### src/rtl/wrresp_return_channel_pkg.sv
// Shared types and constants for the write-response return channel:
// request/response type codes, FSM states and the pending-entry layout.
package wrresp_return_channel_pkg;

  // Field layout of the TX1 request header
  localparam int TX_META_TYPE_HI = 55;
  localparam int TX_META_TYPE_LO = 52;
  localparam int PEND_MDATA_W    = 16;
  localparam int TS_W            = 32;

  // TX1 request type codes (write-channel request encodings)
  localparam logic [3:0] ASE_TX1_WRTHRU  = 4'h1;
  localparam logic [3:0] ASE_TX1_WRLINE  = 4'h2;
  localparam logic [3:0] ASE_TX1_WRFENCE = 4'h5;

  // RX1 response type codes
  localparam logic [3:0] ASE_RX1_WRITE_RESP   = 4'h1;
  localparam logic [3:0] ASE_RX1_WRFENCE_RESP = 4'h4;

  typedef enum logic [1:0] {
    IDLE       = 2'd0,
    FENCE_WAIT = 2'd1,
    PRESENT    = 2'd2
  } resp_state_e;

  typedef struct packed {
    logic [TS_W-1:0]         ts;
    logic                    is_fence;
    logic [PEND_MDATA_W-1:0] mdata;
  } pend_entry_t;

  // Age of an entry in cycles; modular subtraction makes counter wrap transparent.
  function automatic logic [TS_W-1:0] age_of(input logic [TS_W-1:0] now,
                                             input logic [TS_W-1:0] ts);
    return now - ts;
  endfunction

endpackage

### src/rtl/wrresp_return_channel_if.sv
// Request/response handshake bundle between the write-channel output,
// the response generator and the RX1 response consumer.
interface wrresp_return_channel_if #(
  parameter int HDR_WIDTH   = 61,
  parameter int MDATA_WIDTH = 16
);
  logic                   req_valid;
  logic [HDR_WIDTH-1:0]   req_meta;
  logic                   req_full;
  logic                   resp_valid;
  logic [3:0]             resp_type;
  logic [MDATA_WIDTH-1:0] resp_mdata;
  logic                   resp_ready;

  // Side that issues requests and consumes responses
  modport master (
    output req_valid, req_meta, resp_ready,
    input  req_full, resp_valid, resp_type, resp_mdata
  );

  // Side that accepts requests and produces responses
  modport slave (
    input  req_valid, req_meta, resp_ready,
    output req_full, resp_valid, resp_type, resp_mdata
  );
endinterface

### src/rtl/wrresp_return_channel_pending_fifo.sv
// Show-ahead FIFO of pending write/fence entries. Pushes into a full FIFO
// are dropped and flagged; pops of an empty FIFO are ignored and flagged.
module resp_pending_fifo
  import wrresp_return_channel_pkg::*;
#(
  parameter int DEPTH_BASE2 = 6
) (
  input  logic                 clk,
  input  logic                 rst,
  input  logic                 push,
  input  pend_entry_t          push_data,
  input  logic                 pop,
  output pend_entry_t          head,
  output logic                 head_valid,
  output logic [DEPTH_BASE2:0] count,
  output logic [DEPTH_BASE2:0] count_next,
  output logic                 overflow,
  output logic                 underflow
);

  localparam int DEPTH = 1 << DEPTH_BASE2;
  localparam logic [DEPTH_BASE2:0]   FULL_COUNT = {1'b1, {DEPTH_BASE2{1'b0}}};
  localparam logic [DEPTH_BASE2-1:0] PTR_ONE    = DEPTH_BASE2'(1);
  localparam logic [DEPTH_BASE2:0]   CNT_ONE    = (DEPTH_BASE2 + 1)'(1);

  pend_entry_t mem_q [DEPTH];

  logic [DEPTH_BASE2-1:0] wr_ptr_q, wr_ptr_d;
  logic [DEPTH_BASE2-1:0] rd_ptr_q, rd_ptr_d;
  logic [DEPTH_BASE2:0]   count_q, count_d;
  logic                   overflow_q, overflow_d;
  logic                   underflow_q, underflow_d;
  logic                   full_s, empty_s, push_ok_s, pop_ok_s;

  // Next-state pointers, occupancy and sticky error flags.
  always_comb begin
    full_s      = (count_q == FULL_COUNT);
    empty_s     = (count_q == '0);
    push_ok_s   = push && !full_s;
    pop_ok_s    = pop && !empty_s;
    wr_ptr_d    = wr_ptr_q;
    rd_ptr_d    = rd_ptr_q;
    count_d     = count_q;
    overflow_d  = overflow_q | (push & full_s);
    underflow_d = underflow_q | (pop & empty_s);
    if (push_ok_s) begin
      wr_ptr_d = wr_ptr_q + PTR_ONE;
    end else begin
      wr_ptr_d = wr_ptr_q;
    end
    if (pop_ok_s) begin
      rd_ptr_d = rd_ptr_q + PTR_ONE;
    end else begin
      rd_ptr_d = rd_ptr_q;
    end
    case ({push_ok_s, pop_ok_s})
      2'b10:   count_d = count_q + CNT_ONE;
      2'b01:   count_d = count_q - CNT_ONE;
      default: count_d = count_q;
    endcase
  end

  // Control registers: pointers, occupancy and error flags.
  always_ff @(posedge clk or negedge rst) begin
    if (!rst) begin
      wr_ptr_q    <= '0;
      rd_ptr_q    <= '0;
      count_q     <= '0;
      overflow_q  <= 1'b0;
      underflow_q <= 1'b0;
    end else begin
      wr_ptr_q    <= wr_ptr_d;
      rd_ptr_q    <= rd_ptr_d;
      count_q     <= count_d;
      overflow_q  <= overflow_d;
      underflow_q <= underflow_d;
    end
  end

  // Entry storage; contents are only meaningful below count, so no reset.
  always_ff @(posedge clk) begin
    if (push_ok_s) begin
      mem_q[wr_ptr_q] <= push_data;
    end
  end

  assign head       = mem_q[rd_ptr_q];
  assign head_valid = !empty_s;
  assign count      = count_q;
  assign count_next = count_d;
  assign overflow   = overflow_q;
  assign underflow  = underflow_q;

endmodule

### src/rtl/wrresp_return_channel.sv
// Write-response return channel: queues accepted write/fence requests and
// returns RX1 responses in acceptance order. Writes respond after an
// emulated memory latency; a fence reaches the head only after every older
// write has been answered, then waits a fixed fence latency.
module wrresp_return_channel
  import wrresp_return_channel_pkg::*;
#(
  parameter int HDR_WIDTH     = 61,
  parameter int MDATA_WIDTH   = 16,
  parameter int DEPTH_BASE2   = 6,
  parameter int FULL_THRESH   = 56,
  parameter int RESP_LATENCY  = 20,
  parameter int FENCE_LATENCY = 4
) (
  input  logic                     clk,
  input  logic                     rst,
  wrresp_return_channel_if.slave   bus,
  output logic [DEPTH_BASE2:0]     count,
  output logic                     overflow,
  output logic                     underflow
);

  localparam int FENCE_CNT_W = (FENCE_LATENCY > 0) ? $clog2(FENCE_LATENCY + 1) : 1;
  localparam logic [FENCE_CNT_W-1:0] FENCE_LOAD = FENCE_CNT_W'(FENCE_LATENCY);
  localparam logic [FENCE_CNT_W-1:0] FENCE_ONE  = FENCE_CNT_W'(1);
  localparam logic [TS_W-1:0]        RESP_AGE   = TS_W'(RESP_LATENCY);
  localparam logic [DEPTH_BASE2:0]   FULL_LVL   = (DEPTH_BASE2 + 1)'(FULL_THRESH);

  resp_state_e            state_q, state_d;
  logic [TS_W-1:0]        now_q, now_d;
  logic [FENCE_CNT_W-1:0] fence_cnt_q, fence_cnt_d;
  logic                   resp_valid_q, resp_valid_d;
  logic [3:0]             resp_type_q, resp_type_d;
  logic [MDATA_WIDTH-1:0] resp_mdata_q, resp_mdata_d;
  logic                   req_full_q, req_full_d;

  logic [HDR_WIDTH-1:0]   meta_s;
  pend_entry_t            push_entry_s;
  pend_entry_t            head_s;
  logic                   head_valid_s;
  logic                   pop_s;
  logic [TS_W-1:0]        age_s;
  logic [DEPTH_BASE2:0]   count_s, count_next_s;

  assign meta_s = bus.req_meta;

  // Build the pending entry for an incoming request, stamped with the current cycle.
  always_comb begin
    push_entry_s          = '0;
    push_entry_s.ts       = now_q;
    push_entry_s.is_fence = (meta_s[TX_META_TYPE_HI:TX_META_TYPE_LO] == ASE_TX1_WRFENCE);
    push_entry_s.mdata    = meta_s[PEND_MDATA_W-1:0];
  end

  resp_pending_fifo #(
    .DEPTH_BASE2 (DEPTH_BASE2)
  ) u_pending (
    .clk        (clk),
    .rst        (rst),
    .push       (bus.req_valid),
    .push_data  (push_entry_s),
    .pop        (pop_s),
    .head       (head_s),
    .head_valid (head_valid_s),
    .count      (count_s),
    .count_next (count_next_s),
    .overflow   (overflow),
    .underflow  (underflow)
  );

  assign age_s = age_of(now_q, head_s.ts);

  // Response FSM next state plus output-register loads, head pop and full flag.
  always_comb begin
    state_d      = state_q;
    fence_cnt_d  = fence_cnt_q;
    resp_valid_d = resp_valid_q;
    resp_type_d  = resp_type_q;
    resp_mdata_d = resp_mdata_q;
    pop_s        = 1'b0;
    now_d        = now_q + 32'd1;
    req_full_d   = (count_next_s >= FULL_LVL);
    case (state_q)
      IDLE: begin
        if (head_valid_s && head_s.is_fence) begin
          fence_cnt_d = FENCE_LOAD;
          state_d     = FENCE_WAIT;
        end else if (head_valid_s && (age_s >= RESP_AGE)) begin
          resp_valid_d = 1'b1;
          resp_type_d  = ASE_RX1_WRITE_RESP;
          resp_mdata_d = head_s.mdata;
          state_d      = PRESENT;
        end else begin
          state_d = IDLE;
        end
      end
      FENCE_WAIT: begin
        if (fence_cnt_q == '0) begin
          resp_valid_d = 1'b1;
          resp_type_d  = ASE_RX1_WRFENCE_RESP;
          resp_mdata_d = head_s.mdata;
          state_d      = PRESENT;
        end else begin
          fence_cnt_d = fence_cnt_q - FENCE_ONE;
        end
      end
      PRESENT: begin
        if (bus.resp_ready) begin
          pop_s        = 1'b1;
          resp_valid_d = 1'b0;
          state_d      = IDLE;
        end else begin
          state_d = PRESENT;
        end
      end
      default: begin
        resp_valid_d = 1'b0;
        state_d      = IDLE;
      end
    endcase
  end

  // State, cycle counter, fence timer and registered response outputs.
  always_ff @(posedge clk or negedge rst) begin
    if (!rst) begin
      state_q      <= IDLE;
      now_q        <= '0;
      fence_cnt_q  <= '0;
      resp_valid_q <= 1'b0;
      resp_type_q  <= 4'h0;
      resp_mdata_q <= '0;
      req_full_q   <= 1'b0;
    end else begin
      state_q      <= state_d;
      now_q        <= now_d;
      fence_cnt_q  <= fence_cnt_d;
      resp_valid_q <= resp_valid_d;
      resp_type_q  <= resp_type_d;
      resp_mdata_q <= resp_mdata_d;
      req_full_q   <= req_full_d;
    end
  end

  assign bus.resp_valid = resp_valid_q;
  assign bus.resp_type  = resp_type_q;
  assign bus.resp_mdata = resp_mdata_q;
  assign bus.req_full   = req_full_q;
  assign count          = count_s;

endmodule

### src/flat_wrapper.sv
// flat-port wrapper written by rule: the top's interface ports become plain ports
module wrresp_return_channel_flat import wrresp_return_channel_pkg::*;
#(
  parameter int HDR_WIDTH     = 61,
  parameter int MDATA_WIDTH   = 16,
  parameter int DEPTH_BASE2   = 6,
  parameter int FULL_THRESH   = 56,
  parameter int RESP_LATENCY  = 20,
  parameter int FENCE_LATENCY = 4
)
  (clk, rst, count, overflow, underflow, bus_req_valid, bus_req_meta, bus_resp_ready, bus_req_full, bus_resp_valid, bus_resp_type, bus_resp_mdata);
  wrresp_return_channel_if #(.HDR_WIDTH(HDR_WIDTH), .MDATA_WIDTH(MDATA_WIDTH)) bus_i ();
  input  logic clk;
  input  logic rst;
  output logic [DEPTH_BASE2:0] count;
  output logic overflow;
  output logic underflow;
  input wire logic [$bits(bus_i.req_valid)-1:0] bus_req_valid;
  input wire logic [$bits(bus_i.req_meta)-1:0] bus_req_meta;
  input wire logic [$bits(bus_i.resp_ready)-1:0] bus_resp_ready;
  output wire logic [$bits(bus_i.req_full)-1:0] bus_req_full;
  output wire logic [$bits(bus_i.resp_valid)-1:0] bus_resp_valid;
  output wire logic [$bits(bus_i.resp_type)-1:0] bus_resp_type;
  output wire logic [$bits(bus_i.resp_mdata)-1:0] bus_resp_mdata;
  assign bus_i.req_valid = bus_req_valid;
  assign bus_i.req_meta = bus_req_meta;
  assign bus_i.resp_ready = bus_resp_ready;
  assign bus_req_full = bus_i.req_full;
  assign bus_resp_valid = bus_i.resp_valid;
  assign bus_resp_type = bus_i.resp_type;
  assign bus_resp_mdata = bus_i.resp_mdata;
  wrresp_return_channel #(.HDR_WIDTH(HDR_WIDTH), .MDATA_WIDTH(MDATA_WIDTH), .DEPTH_BASE2(DEPTH_BASE2), .FULL_THRESH(FULL_THRESH), .RESP_LATENCY(RESP_LATENCY), .FENCE_LATENCY(FENCE_LATENCY)) u_core (.clk(clk), .rst(rst), .bus(bus_i), .count(count), .overflow(overflow), .underflow(underflow));
endmodule
### config.mk
export PLATFORM = sky130hd
export DESIGN_NAME = wrresp_return_channel_flat
export DESIGN_NICKNAME = d
export VERILOG_FILES = /design/src/rtl/wrresp_return_channel_pkg.sv /design/src/rtl/wrresp_return_channel_if.sv /design/src/rtl/wrresp_return_channel_pending_fifo.sv /design/src/rtl/wrresp_return_channel.sv /design/src/flat_wrapper.sv
export SDC_FILE = /design/constraint.sdc
export NUM_CORES = 2
export LEC_CHECK = 0
export ABC_AREA = 0
export CAP_MARGIN = 25
export CORE_MARGIN = 2
export CORE_UTILIZATION = 40
export DETAILED_ROUTE_END_ITERATION = 8
export GPL_ROUTABILITY_DRIVEN = 0
export GPL_TIMING_DRIVEN = 0
export PLACE_DENSITY = 0.63
export RECOVER_POWER = 25
export SLEW_MARGIN = 20
export SYNTH_ARGS = -nofsm -noshare
export SYNTH_HDL_FRONTEND = slang
export SYNTH_HIERARCHICAL = 1
export SYNTH_SLANG_ARGS = --single-unit
### constraint.sdc
create_clock -name clk -period 5.2 [get_ports clk]
set_input_delay 1.04 -clock clk [delete_from_list [all_inputs] [get_ports clk]]
set_output_delay 1.04 -clock clk [all_outputs]
set_load 0.02 [all_outputs]
==> impl_metrics.ini <==
[placement]
io_buffers = 52
dp_cells = 10200
dpl.hpwl_um = 282000

[logic_synthesis]
sequential_element_share_of_the_synthesized_area = 0.769
synthFlopType = sky130_fd_sc_hd__edfxtp_1
synth_edf_count = 3136
syn_avg_cell_area_um2 = 21.8
synth_seq_cells = 3214
synthesis.instances = 5730
asyncSetResetFlopFracSynth = 0.0243
synthDistinctLibCells = 82
area_of_the_mapped_netlist_mm2 = 0.125
yosysWarnings = 6

[flow_run]
max_cap_violations = 22

[route]
num_vias = 69231
detailedRoute.firstIterationViolations = 12214
routed_wire_length_per_instance_um = 38.2
drcViolationCount = 5
postRouteWirelength_um = 416000
first_drt_pass_iteration_count = 9
viasPerCell = 6.37
final_antenna_net_count = 0

[final_layout]
multi_input_area_mm2 = 0.0289
synthToLayoutAreaGrowth_pct = 20.8
ff_latch_area_mm2 = 0.0962
post_layout_nonfiller_instances = 10872
drive_above_1_share = 0.330
numnets_final = 6570
filler_cell_count = 24644

[critical_path]
critPathCaptureType = flip-flop
worst_path_max_delay_cell = sky130_fd_sc_hd__dfrtp_4
cp_slowest_stage_delay_ns = 0.60
worstSetupPathType = flip-flop to flip-flop
critical_path.n_buffers_inverters = 8
timing.critical_path.cells = buf_6 -> clkbuf_2 -> mux4_2 -> a22oi_1 -> a21oi_1 -> or4_1 -> inv_1 -> ha_1 -> buf_6 -> a21oi_2 -> o21ai_1 -> o21bai_1 -> a211oi_2 -> buf_4 -> nor3_1 -> nor4_4 -> o2111ai_2 -> buf_6 -> buf_4 -> clkbuf_8 -> a222oi_1 -> nand3_2
critPathMostFrequentCell = sky130_fd_sc_hd__buf_6
critical_path.startpoint_type = flip-flop
critPathMaxFanout = 10
critical_path_required_ns = 5.98
cp_data_arrival_time_ns = 6.88
timing.critical_path.max_delay_family = compound AO/OA/AOI/OAI gates

[sta]
setup_repair_after_global_routing_missed_its_margin = yes
final.period_utilization = 1.17
fmax_mhz = 164
timing.final.max_slew_violations = 1044
final.setup.tns_ns = -16.59
skew_ns = 0.0806
final.setup.worst_slack_ns = -0.907
timing.slew.headroom = -1.54
finalCriticalPeriod_ns = 6.11
slew_of_the_pin_with_the_lowest_slew_margin_ns = 3.81
report.final.setup_viol = 20
timing_hold_violations_final = 0

[global_routing]
all_layer_global_routing_usage = 0.258
grt_antenna_before_repair = 18
grt_pass1_vias = 66684
maximum_number_of_pins_on_one_net_before_global_route_repair = 71
grt_first_pass_wirelength_um = 560000
grt_overflow_total = 0

[die]
overall_die_area_mm2 = 0.317
core_region_area_mm2 = 0.311
initial_core_util = 0.402
die_h_um = 563
die_w_um = 563
number_of_placement_rows = 205
io-pin-count = 96

[clocking]
cts.htree.levels = 5
cts_tree = yes
cts_buffers = 326
cts_root_buf = sky130_fd_sc_hd__clkbuf_16
cts_buffer_depth = 4
clock_sink_count = 3214
clkTransAtPathRegs_ns = 0.06
insertion_delay_ns = 0.95

[power_and_ir_drop]
total_leakage_power_nw = 50.0
power.density_cell_area_mw_per_mm2 = 522
largest_vdd_supply_drop_uv = 367

[min_path]
holdCritPathClass = flip-flop to flip-flop

[run_status]
violations_in_the_final_reports = design-rule violations, max-capacitance violations, max-slew violations, negative setup slack
result_of_the_run = finished with violations
==> final cells by class <==
class	count	share of cell area
antenna	13	0.000215
timing repair buffer	414	0.0469
tap	4140	0.0343
sequential	3214	0.637
clock inverter	172	0.00916
multi-input combinational	2137	0.191
inverter	56	0.00141
clock buffer	409	0.0579
buffer	317	0.0221
==> what timing repair did <==
| action | in CTS | in global routing |
|---|---|---|
| pin swaps | 73 | 33 |
| setup buffers | 54 | 25 |
| hold endpoints to repair | 15 | 0 |
| setup endpoints to repair | 20 | 20 |
| resized for setup | 718 | 117 |
| cloned | 6 | 0 |
| hold buffers | 1 | 0 |
==> per-layer routing <==
metal | routed length [µm] | part of all wire | vias up | global-route usage
met5 | 94 | 0.00023 | - | 0
met4 | 27800 | 0.067 | 12 | 0.142
met3 | 55100 | 0.13 | 1056 | 0.0694
met2 | 187000 | 0.45 | 5287 | 0.391
met1 | 146000 | 0.35 | 36983 | 0.341
li1 | - | - | 25893 | -
==> worst paths after layout <==
path / from / end / slack, ns / cells past startpoint
min: u_core/u_pending/underflow / u_core/u_pending/underflow / 0.46 / 1
max in group asynchronous: rst / u_core/bus.resp_type[2] / 3.25 / 3
max: u_core/u_pending/rd_ptr_q[2] / u_core/bus.resp_mdata[13] / -0.91 / 22
max reg2reg: u_core/u_pending/rd_ptr_q[2] / u_core/bus.resp_mdata[13] / -0.91 / 22
min reg2reg: u_core/u_pending/underflow / u_core/u_pending/underflow / 0.46 / 1
min in group asynchronous: rst / u_core/u_pending/count[1] / 0.87 / 2
==> cells by family (layout without fill, tap and decap cells) <==
kind of cell	count (synthesis)	count (layout)	share of synthesized area
DFF	3214	3214	0.769
muxes	917	917	0.155
AOI/OAI and AO/OA	620	620	0.0339
and+or+nand+nor	505	505	0.0208
buffers and inverters	380	1368	0.0145
xor gates and xnor gates	54	54	0.00378
adders and majority gates	39	39	0.00396
other	1	15	0.0000300
==> report_power, final <==
part | switching, W | total [W] | internal (W) | leakage, nW
Clock | 0.00979 | 0.0227 | 0.0129 | 4.97
Combinational | 0.0165 | 0.0268 | 0.0103 | 13.3
Sequential | 0.000345 | 0.0295 | 0.0291 | 31.7
Total | 0.0266 | 0.0789 | 0.0523 | 50.0
==> metrics by stage <==
step                power (W)  cell area (µm²)  setup WS, ns  utilization  hold WS, ns
finish                 0.0789           151000        -0.907        0.485        0.459
global route           0.0805           151000        -0.877        0.485        0.487
CTS                    0.0780           151000        -0.698        0.485        0.436
detailed placement     0.0529           138000         -3.59        0.442        0.453
global placement       0.0521           131000         -4.67        0.420        0.444
floorplan              0.0429           125000      0.000483            -        0.451
==> worst reg2reg max path, stage by stage, from the launching register on <==
cell and delay (ns):
sky130_fd_sc_hd__dfrtp_4 0.60, sky130_fd_sc_hd__buf_6 0.30, sky130_fd_sc_hd__clkbuf_2 0.46, sky130_fd_sc_hd__mux4_2 0.40
sky130_fd_sc_hd__a22oi_1 0.30, sky130_fd_sc_hd__a21oi_1 0.12, sky130_fd_sc_hd__or4_1 0.54, sky130_fd_sc_hd__inv_1 0.10
sky130_fd_sc_hd__ha_1 0.24, sky130_fd_sc_hd__buf_6 0.14, sky130_fd_sc_hd__a21oi_2 0.19, sky130_fd_sc_hd__o21ai_1 0.18
sky130_fd_sc_hd__o21bai_1 0.25, sky130_fd_sc_hd__a211oi_2 0.34, sky130_fd_sc_hd__buf_4 0.18, sky130_fd_sc_hd__nor3_1 0.07
sky130_fd_sc_hd__nor4_4 0.35, sky130_fd_sc_hd__o2111ai_2 0.16, sky130_fd_sc_hd__buf_6 0.18, sky130_fd_sc_hd__buf_4 0.19
sky130_fd_sc_hd__clkbuf_8 0.18, sky130_fd_sc_hd__a222oi_1 0.37, sky130_fd_sc_hd__nand3_2 0.10
==> sequential cells by signal, summed over array words and instances, names as in the netlist <==
name and flops:
u_core/bus.req_full 1, u_core/state_q 2, u_core/u_pending/rd_ptr_q 6, u_core/u_pending/underflow 1, u_core/u_pending/wr_ptr_q 6, u_core/u_pending/count 7
u_core/u_pending/overflow 1, u_core/bus.resp_mdata 16, u_core/u_pending/mem_q 3136, u_core/fence_cnt_q 3, u_core/bus.resp_valid 1, u_core/now_q 32
u_core/bus.resp_type 2
==> cell usage after synthesis, types with 8 or more instances <==
cell,instances,area (µm²)
sky130_fd_sc_hd__a211oi_1,9,67.6
sky130_fd_sc_hd__a21oi_1,117,586
sky130_fd_sc_hd__a221oi_1,65,569
sky130_fd_sc_hd__a222oi_1,17,170
sky130_fd_sc_hd__a22oi_1,135,1010
sky130_fd_sc_hd__a31oi_1,10,62.6
sky130_fd_sc_hd__and2_1,28,175
sky130_fd_sc_hd__and3_1,9,56.3
sky130_fd_sc_hd__and4_1,11,96.3
sky130_fd_sc_hd__buf_1,43,161
sky130_fd_sc_hd__buf_2,100,500
sky130_fd_sc_hd__buf_4,33,248
sky130_fd_sc_hd__buf_6,18,203
sky130_fd_sc_hd__clkbuf_1,130,488
sky130_fd_sc_hd__dfrtp_1,78,1950
sky130_fd_sc_hd__edfxtp_1,3136,94200
sky130_fd_sc_hd__ha_1,38,475
sky130_fd_sc_hd__inv_1,56,210
sky130_fd_sc_hd__mux2i_1,102,1020
sky130_fd_sc_hd__mux4_2,810,18200
sky130_fd_sc_hd__nand2_1,112,420
sky130_fd_sc_hd__nand2b_1,15,93.8
sky130_fd_sc_hd__nand3_1,39,195
sky130_fd_sc_hd__nand4_1,23,144
sky130_fd_sc_hd__nor2_1,138,518
sky130_fd_sc_hd__nor2b_1,16,100
sky130_fd_sc_hd__nor3_1,35,175
sky130_fd_sc_hd__o211ai_1,13,97.6
sky130_fd_sc_hd__o21ai_0,118,591
sky130_fd_sc_hd__o21ai_1,8,40.0
sky130_fd_sc_hd__o221ai_1,20,175
sky130_fd_sc_hd__o22ai_1,45,282
sky130_fd_sc_hd__or4_1,41,308
sky130_fd_sc_hd__xnor2_1,34,298
sky130_fd_sc_hd__xor2_1,20,175
==> cell usage in the layout, fill, tap and decap left out, types with 29 or more instances in the layout <==
| master | Yosys | final |
|---|---|---|
| sky130_fd_sc_hd__buf_16 | 0 | 117 |
| sky130_fd_sc_hd__clkbuf_2 | 0 | 44 |
| sky130_fd_sc_hd__clkinv_1 | 0 | 70 |
| sky130_fd_sc_hd__nor2_4 | 0 | 66 |
| sky130_fd_sc_hd__edfxtp_1 | 3136 | 3136 |
| sky130_fd_sc_hd__buf_12 | 0 | 191 |
| sky130_fd_sc_hd__a221oi_1 | 65 | 44 |
| sky130_fd_sc_hd__dfrtp_1 | 78 | 55 |
| sky130_fd_sc_hd__mux2i_1 | 102 | 89 |
| sky130_fd_sc_hd__o21ai_0 | 118 | 84 |
| sky130_fd_sc_hd__clkbuf_4 | 0 | 29 |
| sky130_fd_sc_hd__clkdlybuf4s50_1 | 0 | 35 |
| sky130_fd_sc_hd__clkinv_2 | 0 | 56 |
| sky130_fd_sc_hd__nor2_1 | 138 | 67 |
| sky130_fd_sc_hd__clkbuf_16 | 0 | 336 |
| sky130_fd_sc_hd__clkbuf_1 | 130 | 125 |
| sky130_fd_sc_hd__buf_2 | 100 | 32 |
| sky130_fd_sc_hd__a21oi_1 | 117 | 79 |
| sky130_fd_sc_hd__clkbuf_8 | 0 | 30 |
| sky130_fd_sc_hd__buf_4 | 33 | 110 |
| sky130_fd_sc_hd__a22oi_2 | 0 | 33 |
| sky130_fd_sc_hd__inv_1 | 56 | 48 |
| sky130_fd_sc_hd__buf_6 | 18 | 52 |
| sky130_fd_sc_hd__nand2_1 | 112 | 109 |
| sky130_fd_sc_hd__nand3_1 | 39 | 31 |
| sky130_fd_sc_hd__nor3_1 | 35 | 34 |
| sky130_fd_sc_hd__a22oi_1 | 135 | 102 |
| sky130_fd_sc_hd__o22ai_1 | 45 | 43 |
| sky130_fd_sc_hd__xnor2_1 | 34 | 34 |
| sky130_fd_sc_hd__mux4_2 | 810 | 810 |
No activity file was read; power rests on OpenSTA's default activity.
